<file path="src/rtl/phy_tx_stripe.sv">
// phy_tx_stripe: stripes parallel words byte-wise across LANES serial lanes.
// One word period lasts PERIOD = DATA_W/LANES cycles of clk_32f; a new word
// (or a fill word when nothing is offered) is loaded at the last cycle of
// each period and shifted out MSB first starting on the very next cycle.
// Optional build macro: PHY_TX_IDLE_COM_EN selects the COM symbol (8'hBC)
// as the fill byte instead of 8'h00.
module phy_tx_stripe #(
  parameter int DATA_W = 32,
  parameter int LANES  = 2
) (
  input  logic              clk_32f,
  input  logic              reset,
  input  logic [DATA_W-1:0] data_in,
  input  logic              valid_in,
  output logic              ready_out,
  output logic [LANES-1:0]  data_out,
  output logic              idle_out
);

  localparam int PERIOD = DATA_W / LANES;
  localparam int SLOTS  = PERIOD / 8;
  localparam int CNT_W  = (PERIOD > 1) ? $clog2(PERIOD) : 1;
  localparam logic [CNT_W-1:0] CNT_MAX = CNT_W'(PERIOD - 1);

`ifdef PHY_TX_IDLE_COM_EN
  localparam logic [7:0] FILL_BYTE = 8'hBC;
`else
  localparam logic [7:0] FILL_BYTE = 8'h00;
`endif

  // Reject lane counts and widths that cannot be striped into whole bytes.
  generate
    if (!((LANES == 1) || (LANES == 2) || (LANES == 4)) ||
        ((DATA_W % (8 * LANES)) != 0) || (PERIOD < 8)) begin : g_param_check
      $error("phy_tx_stripe: illegal DATA_W/LANES combination");
    end
  endgenerate

  typedef enum logic {
    FILL = 1'b0,
    DATA = 1'b1
  } state_t;

  state_t            state;
  state_t            state_next;
  logic              primed;
  logic [CNT_W-1:0]  cnt;
  logic              load;
  logic [DATA_W-1:0] src_word;
  logic [PERIOD-1:0] shreg    [LANES];
  logic [PERIOD-1:0] load_val [LANES];

  // The load slot is the last cycle of the period; reset masks it so no
  // word can be accepted while the block is held in reset.
  always_comb begin
    load = (cnt == CNT_MAX) && !reset;
  end

  // Pick the word to launch: offered data, or a word made of fill bytes.
  always_comb begin
    src_word = {(DATA_W / 8){FILL_BYTE}};
    if (valid_in) begin
      src_word = data_in;
    end
  end

  // Byte k goes to lane k mod LANES, slot k div LANES; slot 0 sits in the
  // top byte of each lane register so it is shifted out first.
  always_comb begin
    for (int l = 0; l < LANES; l++) begin
      load_val[l] = '0;
    end
    for (int l = 0; l < LANES; l++) begin
      for (int s = 0; s < SLOTS; s++) begin
        load_val[l][PERIOD-1-8*s -: 8] = src_word[DATA_W-1-8*(s*LANES+l) -: 8];
      end
    end
  end

  // Free-running period counter; reset parks it on the load slot so the
  // first cycle after release can accept a word.
  always_ff @(posedge clk_32f) begin
    if (reset) begin
      cnt <= CNT_MAX;
    end else if (cnt == CNT_MAX) begin
      cnt <= '0;
    end else begin
      cnt <= cnt + 1'b1;
    end
  end

  // Per-lane shift registers: parallel load at the slot, otherwise shift
  // left one bit per cycle; reset throws away anything in flight.
  always_ff @(posedge clk_32f) begin
    if (reset) begin
      for (int l = 0; l < LANES; l++) begin
        shreg[l] <= '0;
      end
    end else if (load) begin
      for (int l = 0; l < LANES; l++) begin
        shreg[l] <= load_val[l];
      end
    end else begin
      for (int l = 0; l < LANES; l++) begin
        shreg[l] <= {shreg[l][PERIOD-2:0], 1'b0};
      end
    end
  end

  // Each lane drives the MSB of its shift register.
  always_comb begin
    data_out = '0;
    for (int l = 0; l < LANES; l++) begin
      data_out[l] = shreg[l][PERIOD-1];
    end
  end

  // State register; primed records that at least one period has been
  // launched since reset so idle_out stays low until then.
  always_ff @(posedge clk_32f) begin
    if (reset) begin
      state  <= FILL;
      primed <= 1'b0;
    end else begin
      state <= state_next;
      if (load) begin
        primed <= 1'b1;
      end
    end
  end

  // Next state is chosen only at the load slot, from valid_in.
  always_comb begin
    state_next = state;
    if (load) begin
      state_next = valid_in ? DATA : FILL;
    end
  end

  // Outputs: ready on the load slot, idle while a fill period is on the wire.
  always_comb begin
    ready_out = load;
    idle_out  = primed && (state == FILL);
  end

endmodule
</file>
<file path="config.mk">
export PLATFORM = sky130hd
export DESIGN_NAME = phy_tx_stripe
export DESIGN_NICKNAME = d
export VERILOG_FILES = /design/src/rtl/phy_tx_stripe.sv
export SDC_FILE = /design/constraint.sdc
export NUM_CORES = 1
export LEC_CHECK = 0
export CORE_ASPECT_RATIO = 0.5
export CORE_MARGIN = 2
export CORE_UTILIZATION = 54
export DETAILED_ROUTE_END_ITERATION = 8
export PLACE_DENSITY = 0.94
export SYNTH_ARGS = -nofsm -noshare
export SYNTH_HDL_FRONTEND = slang
export SYNTH_SLANG_ARGS = --single-unit
</file>
<file path="constraint.sdc">
create_clock -name clk_32f -period 2.6 [get_ports clk_32f]
set_clock_uncertainty 0.1 [all_clocks]
set_input_delay 0.52 -clock clk_32f [delete_from_list [all_inputs] [get_ports clk_32f]]
set_output_delay 0.52 -clock clk_32f [all_outputs]
set_load 0.03 [all_outputs]
</file>
==> impl_metrics.tcl <==
set metrics [dict create \
    power_frac_clock_pct 25.8 \
    cp.arrival_ns 1.42 \
    synth.distinct_cells 26 \
    ir_worst_vdd_mv 0.513 \
    num-fill-cells 239 \
    port_buffers 38 \
    hp-class "reg -> reg" \
    cts_root_buf "clkbuf_8" \
    drive_above_1_share_pct 14.2 \
    critPathMaxFanout 4 \
    grt_usage_pct 20.9 \
    p_sw_share_pct 29.7 \
    power_frac_comb_pct 25.7 \
    wirelength_um 3830 \
    period_share_pct 78.5 \
    synth_edf_count 32 \
    place_ws_ns 0.650 \
    fp-row-count 15 \
    syn_avg_cell_area_um2 11.2 \
    yosys_warnings 0 \
    drc_errors 0 \
    cts_setup_buffers 0 \
    ys_top_cells_by_area "edfxtp_1, nand2_1, dfxtp_1" \
    fmax_mhz 490 \
    p_leak_nw 0.910 \
    cts_tree "yes" \
    vias 1373 \
    dieArea_um2 3990 \
    die_height_um 45.7 \
    fp.dieW_um 87.4 \
    grt_pass1_wl_um 6020 \
    hold_buffers 0 \
    netSwitchingPower_w 0.000479 \
    clockBufferDepth 2 \
    first_iter_violations 90 \
    htree_levels 2 \
    crit_type "reg -> out" \
    internal_power_w 0.00113 \
    io_pins 39 \
    period_minus_slack_ns 2.04 \
    ys_seq_area_share_pct 57.6 \
    coreArea_um2 3380 \
    synthArstFlopShare_pct 0 \
    rsz0062_at_grt "no" \
    cts_resized 0 \
    netlist_area_um2 1880 \
    yosys_most_used_dff "edfxtp_1" \
    cts_made_buffers 5 \
    synth-seq-cells 38 \
    fin_ws_ns 0.560 \
    pwr-share-seq_pct 48.6 \
    initial_utilization_pct 55.6 \
    clock_sinks 38 \
    synthTopCellsByCount "nand2_1, edfxtp_1, a21oi_1, nand3_1" \
    insertion_delay_ns 0.29 \
    status "completed" \
    clk_pin_slew_ns 0.07 \
    syn_inst 168 \
    num_antenna_cells 0 \
    avgViaCountPerCell 4.99 \
    setup_viol 0 \
    synth_top_area_share_pct 51.2 \
    ant_nets 0 \
    grt_max_degree 35 \
    cellPowerDensity_nw_per_um2 676 \
    cp.required_ns 1.98 \
    synth.most_common_cell "nand2_1" \
    synth_top_area_cell "edfxtp_1" \
    tns_ns 0 \
    slew_viol_final 0 \
    hpwl_um 2520 \
    hold_viol_final 0 \
    cap_violations 0 \
    nets 268 \
    end_kind "output port" \
    whs_ns 0.370 \
    overflow 0 \
    wl_per_cell_um 13.9 \
    place_congestion 0.719 \
    startpoint_type "flop" \
    syn_to_final_growth_pct 26.8 \
    antenna_found_initial 0 \
    grt_pass1_vias 1300 \
    first_pass_iters 4 \
]
[cell type report]
cell class	count	area [um^2]	area share [%]
flip-flops and latches	38	1080	45.4
clock buffers	8	90.1	3.79
repair buffers	43	415	17.5
multi-input cells	142	733	30.8
inverters	2	7.51	0.315
well taps	42	52.6	2.21
[final timing paths]
kind	from	depth (start not counted)	to	slack (ns)
max	cnt[0]$_SDFF_PP1_	4	ready_out	0.56
min	state$_SDFFE_PP0P_	2	state$_SDFFE_PP0P_	0.37
max reg2reg	cnt[0]$_SDFF_PP1_	5	shreg[0][10]$_DFFE_PP_	0.95
min reg2reg	state$_SDFFE_PP0P_	2	state$_SDFFE_PP0P_	0.37
[critical path, stage by stage (launching register included)]
cell and delay [ns]:
dfxtp_1 0.38, ha_1 0.25, nand3_1 0.12, nor2_1 0.19, buf_4 0.20
[through the flow]
step	std cells	power, W	util [%]	area (um^2)
6_report	275	0.00161	70.4	2380
5_1_grt	275	0.00169	70.4	2380
4_1_cts	275	0.00162	70.4	2380
3_5_place_dp	267	0.00120	67.8	2290
3_3_place_gp	267	0.00118	67.8	2290
2_1_floorplan	199	0.00113	-	1990
[cells in the final DEF (no fill, tap or decap), types with 2 or more instances in the layout]
| cell type | n |
|---|---|
| a21oi_2 | 10 |
| edfxtp_1 | 32 |
| o21ai_0 | 2 |
| dfxtp_1 | 6 |
| a21oi_1 | 22 |
| nand3_2 | 10 |
| inv_1 | 2 |
| and3_1 | 3 |
| clkbuf_8 | 6 |
| clkbuf_1 | 2 |
| nand2_1 | 34 |
| nor2_1 | 3 |
| conb_1 | 32 |
| nand3_1 | 21 |
| clkdlybuf4s50_1 | 37 |
| buf_4 | 6 |
[state kept, by name (all words and copies together) (netlist names)]
signal  count
cnt         4
primed      1
shreg      32
state       1
[layer usage]
metal | global-route usage [%] | vias to the layer above | wire length [um]
met2 | 36.1 | 26 | 2040
met4 | 8.62 | 0 | 41
li1 | - | 685 | -
met3 | 5.62 | 5 | 136
met1 | 25.5 | 657 | 1610
met5 | 0 | - | 0
[logic make-up after synthesis]
| logic type | after synthesis | share of synthesized area [%] |
|---|---|---|
| other | 1 | 0.200 |
| AO/OA/AOI/OAI | 35 | 11.5 |
| buffers and inverters | 19 | 9.53 |
| AND/OR/NAND/NOR | 73 | 20.0 |
| XOR/XNOR | 1 | 0.467 |
| flip-flops | 38 | 57.6 |
| adder cells (fa/ha/maj) | 1 | 0.667 |
[power by group through the flow]
stage,logic [W],clock network [W],registers (W)
floorplan,0.000345,0,0.000783
global placement,0.000391,0,0.000787
detailed placement,0.000405,0,0.000793
CTS,0.000415,0.000421,0.000782
global route,0.000452,0.000452,0.000789
finish,0.000413,0.000414,0.000782
(Power assumes the default switching activity.)
